## src/rtl/pcie_perst_link_ctrl_pkg.sv

```systemverilog
// Shared state encoding for the PERST_n/link-presence controller and any monitor
// that decodes its STATE output.
package pcie_perst_pkg;

    localparam logic [2:0] STATE_HOLD   = 3'd0;
    localparam logic [2:0] STATE_DETECT = 3'd1;
    localparam logic [2:0] STATE_UP     = 3'd2;
    localparam logic [2:0] STATE_FAIL   = 3'd3;

    typedef enum logic [2:0] {
        ST_HOLD   = STATE_HOLD,
        ST_DETECT = STATE_DETECT,
        ST_UP     = STATE_UP,
        ST_FAIL   = STATE_FAIL
    } link_state_t;

endpackage

```

## src/rtl/pcie_lane_activity_det.sv

```systemverilog
// Per-lane differential activity decode with saturating active/idle streak counters.
// A cycle is active only when every lane shows a clean complementary pair.
module pcie_lane_activity_det #(
    parameter int LANES          = 1,
    parameter int ACTIVE_MIN_CYC = 16,
    parameter int IDLE_LOSS_CYC  = 64
) (
    input  logic             clk,
    input  logic             rst_n,
    input  logic             clr,
    input  logic [LANES-1:0] rx,
    input  logic [LANES-1:0] rx_n,
    output logic             active_ok,
    output logic             idle_loss
);

    localparam int AW = $clog2(ACTIVE_MIN_CYC + 1);
    localparam int IW = $clog2(IDLE_LOSS_CYC + 1);

    localparam logic [AW-1:0] ACT_LAST  = AW'(ACTIVE_MIN_CYC - 1);
    localparam logic [AW-1:0] ACT_MAX   = AW'(ACTIVE_MIN_CYC);
    localparam logic [IW-1:0] IDLE_LAST = IW'(IDLE_LOSS_CYC - 1);
    localparam logic [IW-1:0] IDLE_MAX  = IW'(IDLE_LOSS_CYC);

    logic [LANES-1:0] lane_act;
    logic             active;
    logic [AW-1:0]    act_streak;
    logic [IW-1:0]    idle_streak;

    // Equal legs or unknown levels both count as electrical idle on that lane.
    always_comb begin
        lane_act = '0;
        for (int i = 0; i < LANES; i++) begin
            lane_act[i] = ((rx[i] ^ rx_n[i]) === 1'b1);
        end
    end

    assign active    = &lane_act;
    assign active_ok = active && (act_streak == ACT_LAST);
    assign idle_loss = !active && (idle_streak == IDLE_LAST);

    always_ff @(posedge clk or negedge rst_n) begin
        if (!rst_n) begin
            act_streak  <= '0;
            idle_streak <= '0;
        end else if (clr) begin
            act_streak  <= '0;
            idle_streak <= '0;
        end else if (active) begin
            act_streak  <= (act_streak == ACT_MAX) ? ACT_MAX : act_streak + 1'b1;
            idle_streak <= '0;
        end else begin
            act_streak  <= '0;
            idle_streak <= (idle_streak == IDLE_MAX) ? IDLE_MAX : idle_streak + 1'b1;
        end
    end

endmodule

```

## src/rtl/pcie_perst_link_ctrl.sv

```systemverilog
// Root-port PERST_n sequencer: holds the device in reset after power-good, then
// watches the lanes for activity and reports link-up, link loss or detect failure.
module pcie_perst_link_ctrl
    import pcie_perst_pkg::*;
#(
    parameter int linkWidth          = 1,
    parameter int PERST_HOLD_CYC     = 1000,
    parameter int DETECT_TIMEOUT_CYC = 20000,
    parameter int ACTIVE_MIN_CYC     = 16,
    parameter int IDLE_LOSS_CYC      = 64,
    parameter int MAX_RETRIES        = 3
) (
    input  logic                               CLK,
    input  logic                               RST_n,
    input  logic                               PWR_GOOD,
    input  logic                               SW_RESET_REQ,
    input  logic [linkWidth-1:0]               RX,
    input  logic [linkWidth-1:0]               RX_,
    output logic                               PERST_n,
    output logic                               LINK_UP,
    output logic                               LINK_FAIL,
    output logic [$clog2(MAX_RETRIES+1)-1:0]   RETRY_CNT,
    output logic [2:0]                         STATE
);

    localparam int HW = $clog2(PERST_HOLD_CYC + 1);
    localparam int TW = $clog2(DETECT_TIMEOUT_CYC + 1);
    localparam int RW = $clog2(MAX_RETRIES + 1);

    localparam logic [HW-1:0] HOLD_LAST  = HW'(PERST_HOLD_CYC - 1);
    localparam logic [HW-1:0] HOLD_MAX   = HW'(PERST_HOLD_CYC);
    localparam logic [TW-1:0] TIMER_LAST = TW'(DETECT_TIMEOUT_CYC - 1);
    localparam logic [TW-1:0] TIMER_MAX  = TW'(DETECT_TIMEOUT_CYC);
    localparam logic [RW-1:0] RETRY_MAX  = RW'(MAX_RETRIES);

    link_state_t   state;
    link_state_t   state_next;
    logic [1:0]    rst_sync;
    logic          rst_ok;
    logic [HW-1:0] hold_cnt;
    logic [TW-1:0] timer;
    logic [RW-1:0] retry_next;
    logic          enter;
    logic          active_ok;
    logic          idle_loss;

    pcie_lane_activity_det #(
        .LANES          (linkWidth),
        .ACTIVE_MIN_CYC (ACTIVE_MIN_CYC),
        .IDLE_LOSS_CYC  (IDLE_LOSS_CYC)
    ) u_activity (
        .clk       (CLK),
        .rst_n     (RST_n),
        .clr       (enter),
        .rx        (RX),
        .rx_n      (RX_),
        .active_ok (active_ok),
        .idle_loss (idle_loss)
    );

    // Reset release is retimed so the hold count never starts on a metastable edge.
    always_ff @(posedge CLK or negedge RST_n) begin
        if (!RST_n) begin
            rst_sync <= 2'b00;
        end else begin
            rst_sync <= {rst_sync[0], 1'b1};
        end
    end

    assign rst_ok = rst_sync[1];

    always_comb begin
        state_next = state;
        retry_next = RETRY_CNT;
        enter      = 1'b0;
        if (SW_RESET_REQ) begin
            state_next = ST_HOLD;
            retry_next = '0;
            enter      = 1'b1;
        end else if (!PWR_GOOD && (state == ST_DETECT || state == ST_UP)) begin
            state_next = ST_HOLD;
            enter      = 1'b1;
        end else begin
            case (state)
                ST_HOLD: begin
                    if (rst_ok && PWR_GOOD && hold_cnt == HOLD_LAST) begin
                        state_next = ST_DETECT;
                        enter      = 1'b1;
                    end
                end
                ST_DETECT: begin
                    // A completing streak beats a timeout landing on the same edge.
                    if (active_ok) begin
                        state_next = ST_UP;
                        enter      = 1'b1;
                    end else if (timer == TIMER_LAST) begin
                        enter = 1'b1;
                        if (RETRY_CNT != RETRY_MAX) begin
                            state_next = ST_HOLD;
                            retry_next = RETRY_CNT + 1'b1;
                        end else begin
                            state_next = ST_FAIL;
                        end
                    end
                end
                ST_UP: begin
                    if (idle_loss) begin
                        state_next = ST_HOLD;
                        retry_next = '0;
                        enter      = 1'b1;
                    end
                end
                ST_FAIL: begin
                    state_next = ST_FAIL;
                end
                default: begin
                    state_next = ST_HOLD;
                    enter      = 1'b1;
                end
            endcase
        end
    end

    always_ff @(posedge CLK or negedge RST_n) begin
        if (!RST_n) begin
            hold_cnt <= '0;
            timer    <= '0;
        end else if (enter) begin
            hold_cnt <= '0;
            timer    <= '0;
        end else begin
            if (state == ST_HOLD && PWR_GOOD && rst_ok) begin
                hold_cnt <= (hold_cnt == HOLD_MAX) ? HOLD_MAX : hold_cnt + 1'b1;
            end else begin
                hold_cnt <= '0;
            end
            if (state == ST_DETECT) begin
                timer <= (timer == TIMER_MAX) ? TIMER_MAX : timer + 1'b1;
            end else begin
                timer <= '0;
            end
        end
    end

    // Outputs decode the next state so they move on the same edge as the transition.
    always_ff @(posedge CLK or negedge RST_n) begin
        if (!RST_n) begin
            state     <= ST_HOLD;
            PERST_n   <= 1'b0;
            LINK_UP   <= 1'b0;
            LINK_FAIL <= 1'b0;
            RETRY_CNT <= '0;
        end else begin
            state     <= state_next;
            PERST_n   <= (state_next == ST_DETECT) || (state_next == ST_UP);
            LINK_UP   <= (state_next == ST_UP);
            LINK_FAIL <= (state_next == ST_FAIL);
            RETRY_CNT <= retry_next;
        end
    end

    assign STATE = state;

endmodule

```

## config.mk

```make
export PLATFORM = sky130hd
export DESIGN_NAME = pcie_perst_link_ctrl
export DESIGN_NICKNAME = d
export VERILOG_FILES = /design/src/rtl/pcie_perst_link_ctrl_pkg.sv /design/src/rtl/pcie_lane_activity_det.sv /design/src/rtl/pcie_perst_link_ctrl.sv
export SDC_FILE = /design/constraint.sdc
export NUM_CORES = 1
export LEC_CHECK = 0
export BUFFER_PORTS_ARGS = -buffer_cell sky130_fd_sc_hd__buf_2
export CORE_ASPECT_RATIO = 0.6
export CORE_MARGIN = 2
export CORE_UTILIZATION = 25
export DETAILED_ROUTE_END_ITERATION = 6
export PLACE_DENSITY = 0.43
export SLEW_MARGIN = 5
export SYNTH_ARGS = -nofsm -noshare
export SYNTH_HDL_FRONTEND = slang
export SYNTH_SLANG_ARGS = --single-unit
```

## constraint.sdc

```tcl
create_clock -name CLK -period 4.4 [get_ports CLK]
set_input_delay 0.22 -clock CLK [delete_from_list [all_inputs] [get_ports CLK]]
set_output_delay 0.22 -clock CLK [all_outputs]
set_load 0.02 [all_outputs]
```

Word-level counts from Yosys, hierarchy flattened
Index checks and enable logic that the tools add are counted.
{ "totals": {"register_bits": 47, "latch_bits": 0, "ram_bits": 0, "romBits": 0, "output_inout_bits": 8, "elab_cells": 85, "mem_count": 0} }
{ "op_classes": {"addsub": 5, "mul": 0, "div": 0, "magnitude_cmp": 0, "eq_ne": 21, "n_shift": 0, "n_mux": 34, "bitwise": 1, "n_reduce_logical": 14} }
{ "op_table": {"columns": ["cell", "count"], "rows": [
  ["15-bit 2-to-1 mux", 3],
  ["15-bit equality test, second input constant", 2],
  ["10-bit 2-to-1 mux", 3],
  ["7-bit 2-to-1 mux", 3],
  ["10-bit equality test, second input constant", 2],
  ["3-bit 2-to-1 mux", 6],
  ["15-bit by 1-bit adder with 15-bit output, second input constant", 1],
  ["5-bit 2-to-1 mux", 3],
  ["2-bit 2-to-1 mux", 7],
  ["3-bit by 2-bit equality test with 1-bit output, second input constant", 4],
  ["3-bit inequality test, second input constant", 4],
  ["3-bit case mux with 4 select lines", 1],
  ["10-bit by 1-bit adder with 10-bit output, second input constant", 1],
  ["7-bit by 1-bit adder with 7-bit output, second input constant", 1],
  ["7-bit by 6-bit equality test with 1-bit output, second input constant", 1],
  ["7-bit equality test, second input constant", 1],
  ["1-bit logical AND", 7],
  ["3-bit by 1-bit equality test with 1-bit output, second input constant", 2],
  ["1-bit 2-to-1 mux", 6],
  ["6-bit AND reduction", 1],
  ["5-bit by 1-bit adder with 5-bit output, second input constant", 1],
  ["5-bit by 4-bit equality test with 1-bit output, second input constant", 1],
  ["5-bit equality test, second input constant", 1],
  ["2-bit inequality test, second input constant", 2],
  ["9 further kinds", 11]
]} }

Longest topological paths before layout
Gate-level depths: netlist (run 1).
{ "depth": {"word_depth": 10, "mapped_depth": 8, "ltp_nobuf": 8} }

Hierarchy
From an unflattened synthesis (run 1), not the netlist that was laid out.
{ "hier_totals": {"cells_unflattened": 260, "area_unflattened_um2": 2512.4} }
{ "by_module_without_submodules": {"columns": ["mod", "instances", "cells_per_inst", "area_each_um2", "seq_area_each_um2"], "rows": [
  ["pcie_perst_link_ctrl", 1, 198, 1891.8, 875.8],
  ["pcie_lane_activity_det", 1, 62, 620.6, 300.3]
]} }

Worst setup path after synthesis (run 1)
OpenSTA, ideal clock, no wires.
{ "synth_timing": {"path_kind": "register to register", "start": "register u_activity.act_streak[0]", "end": "register RETRY_CNT[0]", "setup_ns": 0.082, "arrival_time_ns": 1.917, "required_time_ns": 4.318, "slack_ns": 2.401, "stages_incl_launch_ff": 9, "cell_sequence": "dfrtp_1 -> ha_1 -> and3_1 -> ha_1 -> inv_1 -> o21ai_1 -> or3_4 -> or3b_1 -> a31oi_1"} }
{ "synth_between": {"elab_chain_len": 4} }
{ "synth_rtl": {"columns": ["item", "line", "rtl"], "rows": [
  ["from (decl)", "pcie_lane_activity_det.sv:27", "logic [AW-1:0] act_streak;"],
  ["from (signal assigned)", "pcie_lane_activity_det.sv:50", "act_streak <= (act_streak == ACT_MAX) ? ACT_MAX : act_streak + 1'b1;"],
  ["5-bit by 4-bit equality test with 1-bit output", "pcie_lane_activity_det.sv:39", "assign active_ok = active && (act_streak == ACT_LAST);"],
  ["1-bit logical AND", "pcie_lane_activity_det.sv:39", null],
  ["3-bit inequality test (no line)", null, null],
  ["6-bit AND reduction (no line)", null, null],
  ["to (signal assigned)", "pcie_perst_link_ctrl.sv:158", "RETRY_CNT <= retry_next;"],
  ["to (decl)", "pcie_perst_link_ctrl.sv:22", "output logic [$clog2(MAX_RETRIES+1)-1:0] RETRY_CNT,"]
]} }
No other way between the ends.
A chain may end at the register's enable or synchronous reset.

Final worst setup path (run 1)
Same ends and word-level chain as after synthesis.

==> flow_summary_export.csv, run 1 <==
group,metric,value,unit
outcome,outcome,"finished, final reports clean",
route,drt_pass1_iterations,4,
worst_setup_path,cp-start-kind,"flip-flop",
worst_setup_path,critical_path.cell_chain,"ha_1, and3_1, ha_1, inv_1, o21ai_1, or3_4, or3b_1, a31oi_1",
worst_setup_path,r2r-end,"RETRY_CNT[0]",
logic_synthesis,synth_top_family_by_area,"simple AND/OR/NAND/NOR gates",
clock_tree,ctsHoldBuffers,0,
timing,setup_viol,0,
timing,fin_setup_tns,0,ns
layout,diodes,0,
timing,min_period,2.13,ns
power,irDropWorstVdd,136,uV
floorplan,dieWidth,131,microns
clock_tree,cts_buffers,5,
worst_setup_path,worstSetupPathType,"flip-flop to flip-flop",
logic_synthesis,synth_top_area_cell,"dfrtp_1",
timing,max_freq,469,MHz
route,drtIter0Drc,115,
placed_design,dp_hpwl,3660,microns
clock_tree,ctsHtreeMaxLevel,2,
logic_synthesis,avgSynthCellArea,9.93,sq um
logic_synthesis,ys_ff_latch,47,
logic_synthesis,synth.top_cell.area_share,49.0,%
route,routed-via-count,1683,
clock_tree,ctsResizeCount,0,
global_routing,grt_max_degree,48,
logic_synthesis,synth_edf_count,0,
timing,final_hold_viol_count,0,
clock_tree,clk_latency,0.29,ns
worst_setup_path,path_common_cell,"ha_1",
logic_synthesis,synth-simple-area-share,28.3,%
logic_synthesis,yosys_most_used_dff,"dfrtp_1",
logic_synthesis,synth_compound_gate_area_share,3.33,%
floorplan,die_height,79.9,microns
worst_setup_path,r2r-start,"u_activity.act_streak[0]",
route,drc_errors,0,
logic_synthesis,yosysUniqueCellTypes,40,
logic_synthesis,synth.area.mux_share,0.417,%
clock_tree,clock-sinks,47,
floorplan,coreArea,9260,sq um
clock_tree,cts_tree,"built",
layout,fill_cells,996,
logic_synthesis,ys_seq_area_share,49.0,%
route,viasPerCell,4.27,
hold_path,min_path_type,"input pin to asynchronous set/reset pin",
timing,relSlewSlack,53.6,%
power,p_leak,0.00115,uW
timing,rsz0062_at_grt,"no",
logic_synthesis,syn_inst,242,
run,maxCapViolCount,0,
timing,drv_slew,0,
placed_design,port_buffers,13,
worst_setup_path,rr_worst_depth,8,
worst_setup_path,cp-end-kind,"flip-flop",
layout,nets,279,
worst_setup_path,ff2ff_setup_slack,2.27,ns
worst_setup_path,cp_max_fo,4,
global_routing,grt_pass1_wl,8590,microns
floorplan,ios,14,
worst_setup_path,crit_family,"simple AND/OR/NAND/NOR gates",
logic_synthesis,synth_xor_area_share,10.9,%
global_routing,grt_pass1_vias,1572,
power,power.density,313,nW/um^2
logic_synthesis,async_reset_ff_share,100,%
floorplan,initial_core_util,26.0,%
logic_synthesis,syn_nets,258,
timing,period_share,48.4,%
timing,finClkSkew,0.00248,ns
worst_setup_path,required,4.61,ns
logic_synthesis,synth_fa_ha_area_share,5.21,%
worst_setup_path,critPathBufInv,1,
clock_tree,cts_buffer_depth,2,
route,antenna_left,0,
clock_tree,cts_setup_buffers,0,
global_routing,grt-ovfl-total,0,
timing,tightest_slew,0.689,ns
logic_synthesis,yosys-top-cells-area,"dfrtp_1 49%, nor2_1 5.9%, xnor2_1 5.8%",
worst_setup_path,slowest_stage,"dfrtp_1",
logic_synthesis,synth.most_common_cell,"dfrtp_1",
logic_synthesis,yosys_warnings,0,
layout,fin_cells,394,
clock_tree,path_clk_slew,0.06,ns
layout,layout-drive-gt1-share,12.1,%
floorplan,fp.dieArea,10400,sq um
logic_synthesis,synth_common_cells,"47 x dfrtp_1, 38 x nor2_1, 16 x inv_1, 16 x nand3_1, 16 x xnor2_1",
clock_tree,clockRootBuffer,"clkbuf_16",
global_routing,grt_usage,10.9,%
layout,syn2layout_area_growth,16.3,%
floorplan,rows,27,
route,wl,5140,microns
worst_setup_path,critPathArrivalTime,2.34,ns
placed_design,place_inst,386,
route,wl_per_cell,13.0,microns
global_routing,antenna_found_initial,0,
logic_synthesis,synth_area,2400,sq um
worst_setup_path,critPathMaxStageDelay,0.41,ns
placed_design,gp_congestion,0.737,
cells in the final DEF, fill, tap and decap left out, types with 5 or more instances in the layout:
cell type / Yosys / final
and3_1: 9 / 9
xor2_1: 14 / 14
clkbuf_16: 0 / 5
nand2_1: 15 / 15
nor2_1: 38 / 38
nor3_1: 13 / 13
nand3_1: 16 / 16
buf_2: 0 / 13
dfrtp_1: 47 / 47
inv_1: 16 / 16
ha_1: 10 / 10
nand4_1: 5 / 5
xnor2_1: 16 / 16
worst register-to-register path, stage by stage, from the launching register on:
cell and delay (ns):
dfrtp_1 0.41, ha_1 0.23, and3_1 0.19, ha_1 0.21, inv_1 0.06, o21ai_1 0.08, or3_4 0.36, or3b_1 0.35
a31oi_1 0.16
kinds of logic after synthesis:
family                   count (synthesis)
other                                    2
multiplexers                             1
flip-flops                              47
AND/OR/NAND/NOR                        124
adder cells (fa/ha/maj)                 10
AO/OA/AOI/OAI                           12
buffers and inverters                   16
XOR/XNOR                                30
per-stage QoR:
stage,area (sq um),power [uW],utilization (%),setup slack [ns],hold WS [ns]
after floorplan,2400,458,-,2.40,-0.0756
after global placement,2640,477,28.5,2.31,0.334
after detailed placement,2640,478,28.5,2.29,0.338
after CTS,2790,891,30.2,2.27,0.0584
after global routing,2790,910,30.2,2.06,0.0815
final,2790,874,30.2,2.27,0.0262
cell type report:
| type | instances | area (sq um) | area share (%) |
|---|---|---|---|
| clock buffers | 8 | 156 | 5.60 |
| inverters | 16 | 60.1 | 2.15 |
| multi-input cells | 179 | 1170 | 41.7 |
| flip-flops and latches | 47 | 1180 | 42.1 |
| well taps | 130 | 163 | 5.82 |
| repair buffers | 14 | 72.6 | 2.60 |
flip-flops by register name, summed over array words and instances (netlist names):
register	cells
PERST_n	1
u_activity.idle_streak	7
RETRY_CNT	2
LINK_FAIL	1
LINK_UP	1
hold_cnt	10
timer	15
u_activity.act_streak	5
rst_sync	2
STATE	3
worst max path at each step:
| stage | start | endpoint | slack, ns | cells after the start |
|---|---|---|---|---|
| floorplan | u_activity.act_streak[0] | RETRY_CNT[0] | 2.40 | 8 |
| global placement | u_activity.act_streak[0] | RETRY_CNT[0] | 2.31 | 8 |
| detailed placement | u_activity.idle_streak[0] | timer[2] | 2.29 | 6 |
| CTS | u_activity.act_streak[0] | RETRY_CNT[0] | 2.27 | 8 |
| global route | u_activity.idle_streak[0] | timer[7] | 2.06 | 6 |
| finish | u_activity.act_streak[0] | RETRY_CNT[0] | 2.27 | 8 |
power by group:
part	switching, uW	internal, uW
clock	163	242
sequential	2.90	435
combinational	23.0	7.62
total	189	685
routing by layer:
| metal | vias up | share of wire, % | global-route usage (%) |
|---|---|---|---|
| met5 | - | 0 | 0 |
| met4 | 0 | 0.62 | 2.55 |
| met3 | 4 | 4.6 | 3.75 |
| met2 | 28 | 33 | 11.9 |
| met1 | 789 | 62 | 18.5 |
| li1 | 862 | - | - |
Power figures use the tool's default switching activity.
==> run 2: changes to the inputs <==
PLACE_DENSITY = 0.45   (was 0.43)
clock period = 1.8 ns   (was 4.4 ns; I/O delays follow)
==> run 2 against run 1 <==
  * The flow now finishes with violations (setup timing)
  * Setup slack worse by 2.4 ns
  * Sequential share of layout area shrank 7.4 points
  * Via count is 11% higher
  * Routed wire length is 6.6% higher
  * Cell area rose by 21%
  * Worst hold slack improved by 0.099 ns
  * Critical path type unchanged
==> flow_summary_export.csv, run 2 (synthesis results as in run 1) <==
group,metric,value,unit
placed_design,placed_cell_area,2930,sq um
route,antenna_left,0,
timing,tightest_slew,0.615,ns
floorplan,initial_core_util,26.0,%
clock_tree,clock-sinks,47,
timing,min_period,1.94,ns
power,irDropWorstVdd,438,uV
clock_tree,clk_latency,0.29,ns
clock_tree,path_clk_slew,0.06,ns
worst_setup_path,cp_max_fo,2,
timing,finClkSkew,0.00172,ns
worst_setup_path,cp-start-kind,"flip-flop",
layout,layout-drive-gt1-share,34.2,%
layout,syn2layout_area_growth,41.3,%
worst_setup_path,worstSetupPathType,"flip-flop to flip-flop",
layout,final_common_cell,"dfrtp_1",
clock_tree,ctsHtreeMaxLevel,2,
outcome,outcome,"finished, violations left",
placed_design,port_buffers,13,
worst_setup_path,cp-end-kind,"flip-flop",
timing,max_freq,515,MHz
floorplan,fp.dieArea,10400,sq um
route,wl,5480,microns
placed_design,gp_congestion,0.787,
route,drc_errors,0,
timing,period_share,108,%
run,maxCapViolCount,0,
layout,diodes,0,
timing,hold_slack,0.125,ns
timing,fin_ws,-0.143,ns
floorplan,ios,14,
clock_tree,clockRootBuffer,"clkbuf_16",
floorplan,dieWidth,131,microns
outcome,violations,"setup timing",
timing,final_hold_viol_count,0,
placed_design,dp_hpwl,3860,microns
route,drt_pass1_iterations,4,
hold_path,min_path_type,"input pin to flip-flop",
global_routing,grt_pass1_wl,9500,microns
layout,regMostFlops,"timer",
floorplan,rows,27,
route,wl_per_cell,12.4,microns
global_routing,antenna_found_initial,0,
global_routing,grt_usage,12.1,%
timing,rsz0062_at_grt,"yes",
global_routing,grt_max_degree,48,
clock_tree,cts_tree,"built",
route,drtIter0Drc,112,
global_routing,grt_pass1_vias,1852,
layout,largest_reg_flops,15,
worst_setup_path,required,2.01,ns
timing,setup_viol,3,
power,p_leak,0.00143,uW
route,routed-via-count,1873,
floorplan,coreArea,9260,sq um
power,power.density,702,nW/um^2
layout,finalInstanceArea,3390,sq um
layout,nets,325,
global_routing,grt-ovfl-total,0,
timing,relSlewSlack,59.0,%
layout,layout_common_cells,"47 x dfrtp_1, 38 x buf_4, 28 x nor2_1",
layout,reg_top3,"timer: 15 flops, hold_cnt: 10 flops, u_activity.idle_streak: 7 flops",
floorplan,die_height,79.9,microns
worst_setup_path,critPathArrivalTime,2.16,ns
clock_tree,cts_buffer_depth,2,
clock_tree,cts_buffers,5,
timing,drv_slew,0,
route,viasPerCell,4.26,
[run 2: report_power, final]
| group | total (uW) | internal [uW] | switching (uW) |
|---|---|---|---|
| registers | 1070 | 1060 | 4.32 |
| logic | 111 | 43.1 | 68.1 |
| clock network | 1210 | 796 | 411 |
[run 2: path summary, 6_finish.rpt]
| check | to | cells past startpoint | slack [ns] | start |
|---|---|---|---|---|
| setup / recovery | RETRY_CNT[0] | 8 | -0.14 | u_activity.act_streak[0] |
| hold / removal | RETRY_CNT[1] | 3 | 0.12 | PWR_GOOD |
| setup reg to reg | RETRY_CNT[0] | 8 | -0.14 | u_activity.act_streak[0] |
| hold reg to reg | rst_sync[1] | 0 | 0.36 | rst_sync[0] |
| max in group asynchronous | timer[12] | 3 | 0.95 | RST_n |
| min in group asynchronous | rst_sync[0] | 3 | 0.42 | RST_n |
[run 2: critical path: stages, from the launching register on]
cell and delay, ns:
dfrtp_1 0.38, ha_2 0.19, and3_4 0.18, ha_4 0.16, inv_2 0.04, o21ai_2 0.06
or3_4 0.33, or3b_1 0.35, a31oi_1 0.16
[run 2: through the flow]
| stage | util [%] | cells | power, uW | TNS, ns | worst slack (ns) |
|---|---|---|---|---|---|
| 4_1_cts | 35.7 | 436 | 2410 | -0.768 | -0.121 |
| 2_1_floorplan | - | 242 | 1120 | -0.100 | -0.100 |
| 5_1_grt | 36.7 | 440 | 2490 | -2.07 | -0.225 |
| 6_report | 36.7 | 440 | 2380 | -0.250 | -0.143 |
| 3_3_place_gp | 31.7 | 423 | 1190 | -0.914 | -0.0860 |
| 3_5_place_dp | 31.7 | 423 | 1190 | -0.788 | -0.139 |
[run 2: cell type report]
cell class                      instances  area, sq um
Clock buffer                            5          125
Clock inverter                          3         67.6
Fill cell                             937         5860
Inverter                               16         60.1
Multi-Input combinational cell        179         1350
Sequential cell                        47         1180
Tap cell                              130          163
Timing Repair Buffer                   60          449
[run 2: routing by layer]
layer	wire length (microns)	track usage [%]	vias up
li1	-	-	961
met1	3120	19.5	879
met2	2060	14.8	27
met3	222	3.42	6
met4	74	3.83	0
met5	0	0	-
[run 2: repair_timing]
action / in CTS / in global routing
hold buffers: 2 / 0
buffers inserted: 2 / 6
cloned: 1 / 0
pin swaps: 10 / 11
endpoints found under the setup margin: 28 / 42
endpoints found under the hold margin: 49 / 0
gates resized for setup: 30 / 22
